[src/rtl/rsa_pkg.sv]
// Shared definitions for the modular-exponentiation controller and the multiplier wrapper.
package rsa_pkg;

  localparam logic [1:0] OP_TO_MONT   = 2'd0;
  localparam logic [1:0] OP_SQUARE    = 2'd1;
  localparam logic [1:0] OP_MULT      = 2'd2;
  localparam logic [1:0] OP_FROM_MONT = 2'd3;

  typedef enum logic [1:0] {
    ST_IDLE  = 2'd0,
    ST_ISSUE = 2'd1,
    ST_WAIT  = 2'd2,
    ST_DONE  = 2'd3
  } state_t;

endpackage

[src/rtl/rsa_cmd_arbiter.sv]
// Merges GPIO/SPI start/stop pulses, gives stop priority and keeps busy/aborted/start_src.
module rsa_cmd_arbiter (
  input  logic clk,
  input  logic rstb,
  input  logic ena,
  input  logic gpio_start_cmd,
  input  logic gpio_stop_cmd,
  input  logic spi_start_cmd,
  input  logic spi_stop_cmd,
  input  logic active_i,
  input  logic finish_i,
  output logic start_acc_o,
  output logic stop_acc_o,
  output logic busy_o,
  output logic aborted_o,
  output logic start_src_o
);

  logic busy_q, busy_d;
  logic aborted_q, aborted_d;
  logic src_q, src_d;
  logic start_any, stop_any;

  // The accept strobes feed the sequencer's next-state logic directly; status is registered.
  always_comb begin
    start_any   = gpio_start_cmd | spi_start_cmd;
    stop_any    = gpio_stop_cmd | spi_stop_cmd;
    stop_acc_o  = ena & stop_any & active_i;
    start_acc_o = ena & start_any & ~stop_any & ~active_i;
  end

  always_comb begin
    busy_d    = busy_q;
    aborted_d = aborted_q;
    src_d     = src_q;
    if (start_acc_o) begin
      busy_d    = 1'b1;
      aborted_d = 1'b0;
      src_d     = ~gpio_start_cmd;
    end else if (stop_acc_o) begin
      busy_d    = 1'b0;
      aborted_d = 1'b1;
    end else if (finish_i) begin
      busy_d = 1'b0;
    end
  end

  always_ff @(posedge clk or negedge rstb) begin
    if (!rstb) begin
      busy_q    <= 1'b0;
      aborted_q <= 1'b0;
      src_q     <= 1'b0;
    end else begin
      busy_q    <= busy_d;
      aborted_q <= aborted_d;
      src_q     <= src_d;
    end
  end

  assign busy_o      = busy_q;
  assign aborted_o   = aborted_q;
  assign start_src_o = src_q;

endmodule

[src/rtl/rsa_exp_sequencer.sv]
// Left-to-right square-and-multiply controller driving the Montgomery multiplier handshake.
module rsa_exp_sequencer
  import rsa_pkg::*;
#(
  parameter int EXP_WIDTH = 8,
  parameter int IDX_WIDTH = 3
) (
  input  logic                 clk,
  input  logic                 rstb,
  input  logic                 ena,
  input  logic                 gpio_start_cmd,
  input  logic                 gpio_stop_cmd,
  input  logic                 spi_start_cmd,
  input  logic                 spi_stop_cmd,
  input  logic [EXP_WIDTH-1:0] exponent,
  input  logic                 mmm_done,
  output logic                 mmm_start,
  output logic [1:0]           mmm_op,
  output logic                 busy,
  output logic                 done,
  output logic                 aborted,
  output logic                 start_src,
  output logic [IDX_WIDTH-1:0] bit_idx,
  output state_t               dbg_state
);

  state_t               state_q, state_d;
  logic [1:0]           op_q, op_d;
  logic [IDX_WIDTH-1:0] idx_q, idx_d;
  logic [EXP_WIDTH-1:0] exp_q, exp_d;
  logic                 start_acc, stop_acc, active, finish;

  assign active = (state_q != ST_IDLE);
  assign finish = ena & ~stop_acc & (state_q == ST_WAIT) & mmm_done & (op_q == OP_FROM_MONT);

  rsa_cmd_arbiter u_arb (
    .clk            (clk),
    .rstb           (rstb),
    .ena            (ena),
    .gpio_start_cmd (gpio_start_cmd),
    .gpio_stop_cmd  (gpio_stop_cmd),
    .spi_start_cmd  (spi_start_cmd),
    .spi_stop_cmd   (spi_stop_cmd),
    .active_i       (active),
    .finish_i       (finish),
    .start_acc_o    (start_acc),
    .stop_acc_o     (stop_acc),
    .busy_o         (busy),
    .aborted_o      (aborted),
    .start_src_o    (start_src)
  );

  always_ff @(posedge clk or negedge rstb) begin
    if (!rstb) begin
      state_q <= ST_IDLE;
      op_q    <= OP_TO_MONT;
      idx_q   <= '0;
      exp_q   <= '0;
    end else begin
      state_q <= state_d;
      op_q    <= op_d;
      idx_q   <= idx_d;
      exp_q   <= exp_d;
    end
  end

  always_comb begin
    state_d = state_q;
    op_d    = op_q;
    idx_d   = idx_q;
    exp_d   = exp_q;
    if (stop_acc) begin
      state_d = ST_IDLE;
    end else if (ena) begin
      case (state_q)
        ST_IDLE: begin
          if (start_acc) begin
            exp_d   = exponent;
            idx_d   = IDX_WIDTH'(EXP_WIDTH - 1);
            op_d    = OP_TO_MONT;
            state_d = ST_ISSUE;
          end
        end
        ST_ISSUE: state_d = ST_WAIT;
        ST_WAIT: begin
          if (mmm_done) begin
            state_d = ST_ISSUE;
            if (op_q == OP_TO_MONT) begin
              op_d = OP_SQUARE;
            end else if (op_q == OP_FROM_MONT) begin
              state_d = ST_DONE;
            end else if (op_q == OP_SQUARE && exp_q[idx_q]) begin
              op_d = OP_MULT;
            end else if (idx_q == '0) begin
              op_d = OP_FROM_MONT;
            end else begin
              // Bit finished (square with a clear bit, or its multiply): move to the next lower bit.
              idx_d = idx_q - IDX_WIDTH'(1);
              op_d  = OP_SQUARE;
            end
          end
        end
        ST_DONE: state_d = ST_IDLE;
        default: state_d = ST_IDLE;
      endcase
    end
  end

  always_comb begin
    mmm_start = ena & ~stop_acc & (state_q == ST_ISSUE);
    done      = ena & ~stop_acc & (state_q == ST_DONE);
    mmm_op    = op_q;
    bit_idx   = idx_q;
    dbg_state = state_q;
  end

endmodule
[config.mk]
export PLATFORM = sky130hd
export DESIGN_NAME = rsa_exp_sequencer
export DESIGN_NICKNAME = d
export VERILOG_FILES = /design/src/rtl/rsa_pkg.sv /design/src/rtl/rsa_cmd_arbiter.sv /design/src/rtl/rsa_exp_sequencer.sv
export SDC_FILE = /design/constraint.sdc
export NUM_CORES = 1
export LEC_CHECK = 0
export ABC_AREA = 1
export BUFFER_PORTS_ARGS = -buffer_cell sky130_fd_sc_hd__buf_4
export CAP_MARGIN = 10
export CORE_ASPECT_RATIO = 1.75
export CORE_MARGIN = 10
export CORE_UTILIZATION = 37
export CTS_CLUSTER_DIAMETER = 150
export DETAILED_ROUTE_END_ITERATION = 16
export PLACE_DENSITY = 0.59
export SYNTH_ARGS = -nofsm -noshare
export SYNTH_HDL_FRONTEND = slang
export SYNTH_HIERARCHICAL = 1
export SYNTH_SLANG_ARGS = --single-unit
[constraint.sdc]
create_clock -name clk -period 1.68 [get_ports clk]
set_input_delay 0.084 -clock clk [delete_from_list [all_inputs] [get_ports clk]]
set_output_delay 0.084 -clock clk [all_outputs]
set_load 0.1 [all_outputs]
Yosys cells after proc, flatten, opt, wreduce, memory -nomap -nowiden
Cells that the tools add are included.

storage, ports and cells
  bits in registers = 18
  word-level logic and storage cells = 81

operators by class
  add/sub/neg operators = 1
  $lt $le $gt $ge = 1
  equality and inequality tests = 14
  multiplexer cells = 28
  bitwise gates (word level) = 17
  reductions and logical operators = 13

operators with widths
  operator                                                                      number
  2-bit 2-to-1 mux                                                              12
  3-bit 2-to-1 mux                                                              6
  2-bit != test, second input constant                                          6
  1-bit bitwise AND                                                             11
  3-bit != test, second input constant                                          3
  9-bit AND reduction                                                           1
  2-bit case mux with 4 select lines                                            1
  2-bit nonzero test                                                            4
  2-bit equality test, second input constant                                    3
  1-bit 2-to-1 mux                                                              6
  3-bit case mux with 2 select lines                                            1
  6-bit AND reduction                                                           1
  2-bit by 1-bit equality test with 1-bit output, second input constant         2
  2-bit zero test                                                               2
  3-bit by 4-bit less-than comparator with 1-bit output, second input constant  1
  1-bit NOT                                                                     4
  2-bit case mux with 2 select lines                                            1
  4-bit AND reduction                                                           1
  1-bit binary-select mux with 3-bit select                                     1
  3-bit zero test                                                               1
  3-bit AND reduction                                                           1
  3-bit nonzero test                                                            1
  3-bit by 1-bit subtractor with 3-bit output, second input constant            1
  1-bit OR                                                                      2
  1-bit logical AND                                                             1

Depth between registers and ports, before layout
  depth after elaboration = 11
  depth in mapped cells = 15

Cells and area by module
The synthesis kept the hierarchy.

by module, submodules not included
  module             times used  cells each  area each (um2)
  rsa_exp_sequencer  1           117         845.8
  rsa_cmd_arbiter    1           28          183.9

Worst setup path after synthesis
No wires, ideal clock.

  path type = flip-flop to output port
  start = reg state_q[1] (netlist: dbg_state[1])
  end = out done
  arrival = 3.502 ns
  slack = -1.906 ns
  stages on the path, launching flop included = 10
  path through = dfrtp_1 > nor2_1 > inv_1 > nand2_1 > inv_1 > nand2_1 > inv_1 > inv_1 > nand2_1 > nor3_1

between the ends
  longest elaborated chain between the ends = 5
  elaborated cells between the ends (all ways) = 6
  those cells by class = eq/ne: 1; bitwise: 4; reduce/logical: 1

RTL lines
  what                             RTL line                  RTL
  from (decl)                      rsa_exp_sequencer.sv:27   state_t state_q, state_d;
  from (signal assigned)           rsa_exp_sequencer.sv:60   state_q <= state_d;
  2-bit nonzero test               rsa_exp_sequencer.sv:33   assign active = (state_q != ST_IDLE);
  net active                       rsa_exp_sequencer.sv:31   logic start_acc, stop_acc, active, finish;
  1-bit bitwise AND                rsa_cmd_arbiter.sv:28     stop_acc_o = ena & stop_any & active_i;
  net stop_acc                     rsa_exp_sequencer.sv:31
  1-bit NOT (no line)              n/a
  1-bit bitwise AND (2 in series)  rsa_exp_sequencer.sv:111  done = ena & ~stop_acc & (state_q == ST_DONE);
  to (decl)                        rsa_exp_sequencer.sv:20   output logic done,

The timed path passes the listed nets, and every way through them passes these cells.

Worst setup path in the final report
Same ends and word-level chain as after synthesis.

==> flow_metrics.py <==
metrics = {
    "cts": {
        "clock_path_buffers": 2,
        "cts_tree": "done",
        "cts_max_level": 1,
        "cts.sinks": 18,
        "cts_made_buffers": 3,
        "cts-root-buf": "clkbuf_8",
        "clk-insertion-delay-late_ns": 0.25,
        "clkTransAtPathRegs_ns": 0.07,
    },
    "sta": {
        "setup_tns_ns": -2.465,
        "drv_slew": 0,
        "fin_ws_ns": -0.2143,
        "post-route-min-period_ns": 1.894,
        "fmax_mhz": 527.9,
        "setup_viol": 16,
        "slew_headroom_pct": 70.45,
        "rsz0062_at_grt": "yes",
        "clock-skew-final_ns": 0.009053,
        "finalCritPeriodShare_pct": 112.8,
        "hold_viol_final": 0,
        "worst_pin_slew_ns": 0.4393,
    },
    "worst_setup_path": {
        "worstPathCellList": "nor2_4 > inv_2 > nand2_1 > inv_1 > nand2_2 > inv_2 > inv_2 > nand2_4 > buf_6 > nor3_4 > buf_12",
        "path_common_cell": "inv_2",
        "cpPeakStageDelay_ns": 0.49,
        "cp.required_ns": 1.60,
        "cp_slowest_cell": "dfrtp_4",
        "worstSetupStartpoint": "dbg_state[1]",
        "crit_arrival_ns": 1.81,
        "path_class": "flop to primary output",
        "path_max_fanout": 3,
        "crit_path_end_kind": "primary output",
        "crit_path_start_kind": "flop",
        "r2r_start": "dbg_state[1]",
    },
    "final_layout": {
        "drive_gt1_share_pct": 39.90,
        "area_delta_synth_final_pct": 54.07,
        "regArea_um2": 461.7,
        "final_cells": 220,
        "multi_input_area_um2": 558.0,
        "diodes": 0,
        "final_cell_area_um2": 1587,
        "nNetsFinal": 212,
        "n_fill_cell": 258,
    },
    "synthesis": {
        "syn_nets": 163,
        "synthesis.area_um2": 1030,
        "ys_top_cells_by_area": "dfrtp_1 (44%), nand2_1 (20%), nand3_1 (11%), inv_1 (7.7%), nand3_2 (2.9%)",
        "synth-seq-cells": 18,
        "synth_cell_types": 17,
        "synth_ff_type": "dfrtp_1",
        "yosys-top-cells-count": "nand2_1 (54), nand3_1 (22), inv_1 (21), dfrtp_1 (18)",
        "yosysSeqAreaShare_pct": 43.74,
        "yosysMostFrequentCell": "nand2_1",
        "synth_cells": 145,
        "avgSynthCellArea_um2": 7.102,
        "async_reset_ff_share_pct": 100.0,
        "yosysTopAreaCell": "dfrtp_1",
        "synth_edf_count": 0,
        "yosys_warnings": 6,
        "netlist.area_leader.share_pct": 43.74,
    },
    "floorplan": {
        "rows": 25,
        "fp.dieW_um": 59.88,
        "io-pin-count": 28,
        "dieArea_um2": 5376,
        "start_util_pct": 38.28,
        "die_height_um": 89.79,
        "core_um2": 2690,
    },
    "global_routing": {
        "grt_pass1_wl_um": 5016,
        "grt_start_max_net_pins": 19,
        "grt_pass1_vias": 1151,
        "grt_overflow": 0,
        "grt.total_usage_pct": 11.48,
        "antenna_found_initial": 0,
    },
    "placed_design": {
        "post_dp_cell_area_um2": 1375,
        "dp.cells": 207,
        "hpwl_um": 2200,
        "port_buffers": 27,
        "routabilityCongestion": 0.7944,
    },
    "route": {
        "first_pass_iters": 4,
        "drtAntennaViolNets": 0,
        "drt-initial-drc-count": 10,
        "vias_per_cell": 4.927,
        "finalWirelength_um": 2969,
        "wire_per_inst_um": 13.50,
        "drc": 0,
        "vias": 1084,
    },
    "power_and_ir_drop": {
        "pwr_density_cell_nw_per_um2": 2150,
        "p_leak_nw": 0.8530,
        "ir_worst_vdd_uv": 1482,
    },
    "flow_run": {
        "maxCapViolations": 0,
    },
    "hold_path": {
        "hold_start": "exponent[3]",
        "hold_class": "input port to flop",
    },
    "outcome": {
        "outcome": "complete, but fails checks",
        "failed_checks": "negative setup slack",
    },
}
critical path: cells and delay by family (launching register included):
family / cells / cell delay (ns)
flops: 1 / 0.49
buf+inv: 6 / 0.56
simple gates: 5 / 0.50
cell usage in the layout, fill, tap and decap left out, drive strengths merged:
cell type,count
nor3,3
nand2,54
buf,46
a21oi,2
nor2,9
nand3,25
clkbuf,4
nor4,1
ha,2
inv,22
nand4,1
dlygate4sd3,1
o21ai,5
dfrtp,18
report_power, final:
group | internal (mW) | switching (mW) | total [mW]
clock | 0.208 | 0.142 | 0.350
sequential | 0.646 | 0.161 | 0.807
combinational | 0.696 | 1.56 | 2.25
total | 1.55 | 1.86 | 3.41
repair_timing:
action | 4_1_cts | 5_1_grt
endpoints found under the setup margin | 16 | 18
gates resized for setup | 17 | 9
hold endpoints to repair | 18 | 0
cloned | 1 | 0
hold buffers | 1 | 0
pin swaps | 4 | 4
setup buffers | 7 | 4
flip-flops by register name, summed over array words and instances, names as in the netlist:
name	flops
u_arb/start_src_o	1
bit_idx	3
mmm_op	2
dbg_state	2
u_arb/aborted_o	1
exp_q	8
u_arb/busy_o	1
stage by stage:
stage / power (mW) / util, % / worst slack [ns] / hold WS, ns
final: 3.411 / 58.98 / -0.2143 / 0.06075
after global routing: 3.679 / 58.98 / -0.3090 / 0.07263
after CTS: 3.354 / 57.77 / -0.2027 / 0.05865
after detailed placement: 2.829 / 51.12 / -0.1789 / -0.03178
after global placement: 2.805 / 51.12 / -0.1201 / -0.03161
after floorplan: 2.299 / - / -0.3980 / -0.2116
path summary, 6_finish.rpt:
check | end | slack [ns] | cells after the start
max | done | -0.21 | 11
min | exp_q[3] | 0.06 | 3
max reg2reg | bit_idx[2] | -0.18 | 16
min reg2reg | exp_q[1] | 0.47 | 2
max in group asynchronous | dbg_state[0] | 1.23 | 2
min in group asynchronous | exp_q[3] | 0.24 | 2
cell families after synthesis:
family | synth area share [%]
adders and majority gates | 2.430
AOI/OAI and AO/OA | 3.402
and+or+nand+nor | 40.71
DFF | 43.74
buffers and inverters | 9.721
routing by layer:
| metal | vias up | wire length, µm | global-route usage [%] |
|---|---|---|---|
| met1 | 505 | 1073 | 11.26 |
| met4 | 0 | 33 | 3.759 |
| met5 | - | 0 | 0 |
| met2 | 27 | 1683 | 20.95 |
| met3 | 4 | 179 | 3.662 |
| li1 | 548 | - | - |
cell type report:
class / instances / area share, %
Multi-Input combinational cell: 102 / 35.17
Sequential cell: 18 / 29.10
Clock buffer: 4 / 3.470
Tap cell: 27 / 2.129
Timing Repair Buffer: 47 / 24.92
Inverter: 22 / 5.205
(Power assumes the default switching activity.)
